--- src/rtl/pe_cell_seq_ctrl_if.sv ---
// Job-control and input-beat handshake bundle between the register block/upstream and the PE sequencer.
// The master drives config, start/abort and in_vld; the slave (sequencer) returns status and in_rdy.
interface pe_cell_seq_ctrl_if;
  logic [31:0] reg_set_cycle;
  logic [7:0]  reg_reuse;
  logic        start;
  logic        abort;
  logic        in_vld;
  logic        in_rdy;
  logic        set_en;
  logic        calc_en;
  logic [3:0]  pass_idx;
  logic        pass_last;
  logic        busy;
  logic        done;

  modport master (
    output reg_set_cycle, reg_reuse, start, abort, in_vld,
    input  in_rdy, set_en, calc_en, pass_idx, pass_last, busy, done
  );

  modport slave (
    input  reg_set_cycle, reg_reuse, start, abort, in_vld,
    output in_rdy, set_en, calc_en, pass_idx, pass_last, busy, done
  );
endinterface

--- src/rtl/pe_cell_seq_ctrl.sv ---
// PE job sequencer: SET -> CALC passes -> DRAIN -> DONE; set_en from start+1, in_rdy after set_n cycles.
// in_rdy is high for the whole of CALC; in_vld=0 stalls the beat count indefinitely.
module pe_cell_seq_ctrl #(
  parameter int DRAIN_CYC = 4
) (
  input  logic                clk,
  input  logic                rst_n,
  pe_cell_seq_ctrl_if.slave   bus
);

  typedef enum logic [2:0] {S_IDLE, S_SET, S_CALC, S_DRAIN, S_DONE} state_e;

  localparam logic [7:0] DRAIN_LAST = 8'(DRAIN_CYC - 1);

  state_e      state_q, state_d;
  logic [31:0] set_cnt_q, set_cnt_d;
  logic [3:0]  beat_cnt_q, beat_cnt_d;
  logic [3:0]  pass_idx_q, pass_idx_d;
  logic [3:0]  pass_n_q, pass_n_d;
  logic [3:0]  beat_n_q, beat_n_d;
  logic [7:0]  drain_cnt_q, drain_cnt_d;

  always_ff @(posedge clk or negedge rst_n) begin
    if (!rst_n) begin
      state_q     <= S_IDLE;
      set_cnt_q   <= '0;
      beat_cnt_q  <= '0;
      pass_idx_q  <= '0;
      pass_n_q    <= '0;
      beat_n_q    <= '0;
      drain_cnt_q <= '0;
    end else begin
      state_q     <= state_d;
      set_cnt_q   <= set_cnt_d;
      beat_cnt_q  <= beat_cnt_d;
      pass_idx_q  <= pass_idx_d;
      pass_n_q    <= pass_n_d;
      beat_n_q    <= beat_n_d;
      drain_cnt_q <= drain_cnt_d;
    end
  end

  always_comb begin
    state_d     = state_q;
    set_cnt_d   = set_cnt_q;
    beat_cnt_d  = beat_cnt_q;
    pass_idx_d  = pass_idx_q;
    pass_n_d    = pass_n_q;
    beat_n_d    = beat_n_q;
    drain_cnt_d = drain_cnt_q;

    if (bus.abort) begin
      state_d     = S_IDLE;
      set_cnt_d   = '0;
      beat_cnt_d  = '0;
      pass_idx_d  = '0;
      pass_n_d    = '0;
      beat_n_d    = '0;
      drain_cnt_d = '0;
    end else begin
      unique case (state_q)
        S_IDLE: begin
          if (bus.start) begin
            // Snapshot config so register rewrites mid-job cannot disturb this job
            set_cnt_d   = bus.reg_set_cycle;
            pass_n_d    = (bus.reg_reuse[3:0] == 4'd0) ? 4'd1 : bus.reg_reuse[3:0];
            beat_n_d    = (bus.reg_reuse[7:4] == 4'd0) ? 4'd1 : bus.reg_reuse[7:4];
            beat_cnt_d  = '0;
            pass_idx_d  = '0;
            drain_cnt_d = '0;
            state_d     = (bus.reg_set_cycle != 32'd0) ? S_SET : S_CALC;
          end
        end
        S_SET: begin
          if (set_cnt_q <= 32'd1) begin
            set_cnt_d = '0;
            state_d   = S_CALC;
          end else begin
            set_cnt_d = set_cnt_q - 32'd1;
          end
        end
        S_CALC: begin
          if (bus.in_vld) begin
            if (beat_cnt_q == beat_n_q - 4'd1) begin
              beat_cnt_d = '0;
              if (pass_idx_q == pass_n_q - 4'd1) begin
                pass_idx_d  = '0;
                drain_cnt_d = '0;
                state_d     = S_DRAIN;
              end else begin
                pass_idx_d = pass_idx_q + 4'd1;
              end
            end else begin
              beat_cnt_d = beat_cnt_q + 4'd1;
            end
          end
        end
        S_DRAIN: begin
          if (drain_cnt_q == DRAIN_LAST) begin
            drain_cnt_d = '0;
            state_d     = S_DONE;
          end else begin
            drain_cnt_d = drain_cnt_q + 8'd1;
          end
        end
        S_DONE:  state_d = S_IDLE;
        default: state_d = S_IDLE;
      endcase
    end
  end

  assign bus.in_rdy    = (state_q == S_CALC);
  assign bus.set_en    = (state_q == S_SET);
  assign bus.calc_en   = bus.in_vld & (state_q == S_CALC);
  assign bus.pass_idx  = pass_idx_q;
  assign bus.pass_last = (state_q == S_CALC) && (pass_idx_q == pass_n_q - 4'd1);
  assign bus.busy      = (state_q != S_IDLE);
  assign bus.done      = (state_q == S_DONE);

endmodule

--- src/flat_wrapper.sv ---
// flat-port wrapper written by rule: the top's interface ports become plain ports
module pe_cell_seq_ctrl_flat 
#(
  parameter int DRAIN_CYC = 4
)
  (clk, rst_n, bus_reg_set_cycle, bus_reg_reuse, bus_start, bus_abort, bus_in_vld, bus_in_rdy, bus_set_en, bus_calc_en, bus_pass_idx, bus_pass_last, bus_busy, bus_done);
  pe_cell_seq_ctrl_if bus_i ();
  input  logic clk;
  input  logic rst_n;
  input wire logic [$bits(bus_i.reg_set_cycle)-1:0] bus_reg_set_cycle;
  input wire logic [$bits(bus_i.reg_reuse)-1:0] bus_reg_reuse;
  input wire logic [$bits(bus_i.start)-1:0] bus_start;
  input wire logic [$bits(bus_i.abort)-1:0] bus_abort;
  input wire logic [$bits(bus_i.in_vld)-1:0] bus_in_vld;
  output wire logic [$bits(bus_i.in_rdy)-1:0] bus_in_rdy;
  output wire logic [$bits(bus_i.set_en)-1:0] bus_set_en;
  output wire logic [$bits(bus_i.calc_en)-1:0] bus_calc_en;
  output wire logic [$bits(bus_i.pass_idx)-1:0] bus_pass_idx;
  output wire logic [$bits(bus_i.pass_last)-1:0] bus_pass_last;
  output wire logic [$bits(bus_i.busy)-1:0] bus_busy;
  output wire logic [$bits(bus_i.done)-1:0] bus_done;
  assign bus_i.reg_set_cycle = bus_reg_set_cycle;
  assign bus_i.reg_reuse = bus_reg_reuse;
  assign bus_i.start = bus_start;
  assign bus_i.abort = bus_abort;
  assign bus_i.in_vld = bus_in_vld;
  assign bus_in_rdy = bus_i.in_rdy;
  assign bus_set_en = bus_i.set_en;
  assign bus_calc_en = bus_i.calc_en;
  assign bus_pass_idx = bus_i.pass_idx;
  assign bus_pass_last = bus_i.pass_last;
  assign bus_busy = bus_i.busy;
  assign bus_done = bus_i.done;
  pe_cell_seq_ctrl #(.DRAIN_CYC(DRAIN_CYC)) u_core (.clk(clk), .rst_n(rst_n), .bus(bus_i));
endmodule
--- config.mk ---
export PLATFORM = sky130hd
export DESIGN_NAME = pe_cell_seq_ctrl_flat
export DESIGN_NICKNAME = d
export VERILOG_FILES = /design/src/rtl/pe_cell_seq_ctrl_if.sv /design/src/rtl/pe_cell_seq_ctrl.sv /design/src/flat_wrapper.sv
export SDC_FILE = /design/constraint.sdc
export NUM_CORES = 1
export LEC_CHECK = 0
export CAP_MARGIN = 20
export CORE_MARGIN = 2
export CORE_UTILIZATION = 45
export CTS_CLUSTER_DIAMETER = 50
export DETAILED_ROUTE_END_ITERATION = 16
export GPL_TIMING_DRIVEN = 0
export PLACE_DENSITY_LB_ADDON = 0.3
export REMOVE_ABC_BUFFERS = 1
export SETUP_SLACK_MARGIN = 0.2
export SLEW_MARGIN = 20
export SYNTH_ARGS = -nofsm -noshare
export SYNTH_HDL_FRONTEND = slang
export SYNTH_SLANG_ARGS = --single-unit
--- constraint.sdc ---
create_clock -name clk -period 2.7 [get_ports clk]
set_clock_uncertainty 0.2 [all_clocks]
set_input_delay 0.27 -clock clk [delete_from_list [all_inputs] [get_ports clk]]
set_output_delay 0.27 -clock clk [all_outputs]
set_load 0.01 [all_outputs]
==> flow_metrics.tcl <==
set metrics [dict create \
    die_x_um 96.8 \
    post_synth_num_cell_types 63 \
    ant_nets 0 \
    grt_setup_unrepaired "true" \
    viasPerCell 6.40 \
    critical_path_required_ns 2.74 \
    instances_no_fill 619 \
    setup_viol 0 \
    hpwlAfterDp_um 7350 \
    port_buffers 54 \
    synth-async-reset-ratio_pct 100 \
    power.density_nw_per_um2 1140 \
    top_signal_layer_used "met4" \
    htreeDepth 3 \
    placed_insts 578 \
    synth_warnings 0 \
    dr.first_iter.drc_count 343 \
    n_antenna_cell 0 \
    design.final.nets 561 \
    clk_pin_slew_ns 0.07 \
    leading_cell_types_by_total_area_after_synthesis "dfrtp_1, a22oi_1, nand2_1, nor3_1, xnor2_1" \
    drt-wirelength-per-cell_um 18.5 \
    num_rows 33 \
    synthDominantAreaCellType "dfrtp_1" \
    area_overhead_of_the_layout_relative_to_synthesis_pct 30.1 \
    root_buffer "clkbuf_8" \
    crit_fanout 7 \
    fp.coreArea_um2 8300 \
    synth_top_flop_cell "dfrtp_1" \
    finalHoldViolations 0 \
    grt_pass1_wl_um 18700 \
    hold_slack_ns 0.153 \
    initial_core_util_pct 46.7 \
    result_of_the_run "finished clean" \
    met3RoutedLength_um 643 \
    grt_max_degree 40 \
    met2_length_um 5590 \
    routed_wirelength_um 11500 \
    post_synth_inst_count 439 \
    cts_tree "done" \
    post-synth-top-area-fraction_pct 38.1 \
    detailedRoute.firstPassIterationCount 5 \
    ys_seq_area_share_pct 38.1 \
    drc 0 \
    grt_usage_pct 23.9 \
    route.layer.met1.wl_um 4940 \
    max_cap_viol_count 0 \
    cp.arrival_ns 2.64 \
    yosys.cell_count.top_type "dfrtp_1" \
    drive_above_1_share_pct 15.8 \
    final.setup.tns_ns 0 \
    tightest_slew_ns 0.749 \
    synth_seq_cells 59 \
    vdd_drop_max_v 0.000494 \
    mappedNetlistArea_um2 3870 \
    clockBufferDepth 2 \
    vias 3960 \
    grt_pass1_vias 3847 \
    worst_skew_pair.late_latency_ns 0.35 \
    critPathCaptureType "flip-flop" \
    path_category_of_the_worst_min_delay_check "in2async" \
    synth_commonest_cells "dfrtp_1, nand2_1, a22oi_1, nor3_1, a21oi_1" \
    fp.dieArea_um2 9370 \
    max-slew-margin-rel_pct 50.0 \
    timing.setup.critical_path_class "reg2reg" \
    routabilityCongestion 0.874 \
    final_worst_path_cycle_share_pct 96.2 \
    cts_num_sinks 59 \
    pin_count 55 \
    timing.final.max_slew_violations 0 \
    setup.worst_path.start_class "flip-flop" \
    avgSynthCellArea_um2 8.82 \
    fp.dieH_um 96.8 \
    antenna_found_initial 0 \
    clock.fmax_ghz 0.385 \
    number_of_synthesized_flops_with_an_enable_pin 0 \
    overflow 0 \
    finalWorstPathRequiredPeriod_ns 2.60 \
    number_of_clock_buffers_inserted_by_tritoncts 9 \
    power_leakage_nw 2.00 \
]
## through the flow
step	area (um^2)	total power, W	utilization (%)	worst slack (ns)
detailed placement	4480	0.00417	54.0	-0.331
global route	5040	0.00613	60.7	0.0544
CTS	4870	0.00533	58.7	0.000560
floorplan	3770	0.00336	-	0.133
finish	5040	0.00576	60.7	0.103
global placement	4450	0.00404	53.6	-0.901
## power breakdown
| group | leakage [nW] | switching (W) | total, W | internal [W] |
|---|---|---|---|---|
| Clock | 0.102 | 0.000386 | 0.000837 | 0.000451 |
| Combinational | 1.10 | 0.00192 | 0.00337 | 0.00145 |
| Sequential | 0.797 | 0.000420 | 0.00156 | 0.00114 |
## registers in the layout, indices dropped and copies added, names as in the netlist
signal and cells:
u_core.beat_cnt_q 4, u_core.beat_n_q 4, u_core.bus.pass_idx 4, u_core.drain_cnt_q 8
u_core.pass_n_q 4, u_core.set_cnt_q 32, u_core.state_q 3
## worst paths after layout
| check | start | to | slack, ns | cells after the start |
|---|---|---|---|---|
| max | u_core.set_cnt_q[28] | u_core.set_cnt_q[23] | 0.10 | 5 |
| min | rst_n | u_core.set_cnt_q[19] | 0.15 | 2 |
| max reg2reg | u_core.set_cnt_q[28] | u_core.set_cnt_q[23] | 0.10 | 5 |
| min reg2reg | u_core.set_cnt_q[30] | u_core.set_cnt_q[30] | 0.32 | 1 |
| max in group asynchronous | rst_n | u_core.set_cnt_q[2] | 1.63 | 3 |
| min in group clk | bus_abort | u_core.set_cnt_q[18] | 0.29 | 2 |
## worst max-delay path: stages, from the launching register on
cell and delay, ns:
dfrtp_1 0.39, or4_4 0.53, or3_4 0.37, or4_4 0.60, a31o_1 0.26, a21o_1 0.15
## cells by family (layout without fill, tap and decap cells)
group           count (synthesis)  count (layout)  synth area share (%)
mux                             4               4                  1.07
simple gates                  176             177                  25.1
compound gates                134             134                  23.8
fa+ha+maj                       7               7                  2.26
buf+inv                        38             112                  4.13
xor+xnor                       21              21                  5.52
flops                          59              59                  38.1
## layer usage
layer	vias up	track usage, %
met5	-	0
met4	0	8.56
met3	24	2.89
met2	145	38.9
met1	1967	33.0
li1	1824	-
## timing repair
item                                    in CTS  in global routing
hold endpoints to repair                    59                  0
hold buffers                                 1                  0
cloned                                       1                  0
gates resized for setup                     15                 20
endpoints found under the setup margin      48                 48
buffers inserted                            14                  9
pin swaps                                    8                 12
## cell type report
cell class / instances / area, um^2
fillers: 682 / 3260
well taps: 105 / 131
repair buffers: 80 / 767
clock buffers: 10 / 138
inverters: 16 / 63.8
clock inverters: 6 / 65.1
multi-input cells: 343 / 2400
flip-flops and latches: 59 / 1480
## placed cells by master (no fill, tap or decap), types with 5 or more instances in the layout
cell type        count
dfrtp_1             57
clkdlybuf4s50_1     51
nand2_1             42
a22oi_1             27
nor3_1              25
a21oi_1             23
o21ai_0             23
buf_4               22
nor2_1              18
nand3_1             17
inv_1               15
xnor2_1             15
nor4_1              15
clkbuf_8            10
o211ai_1             7
ha_1                 7
nor4_4               6
nand4_1              6
a31oi_1              6
or3_1                5
(Power assumes the default switching activity.)
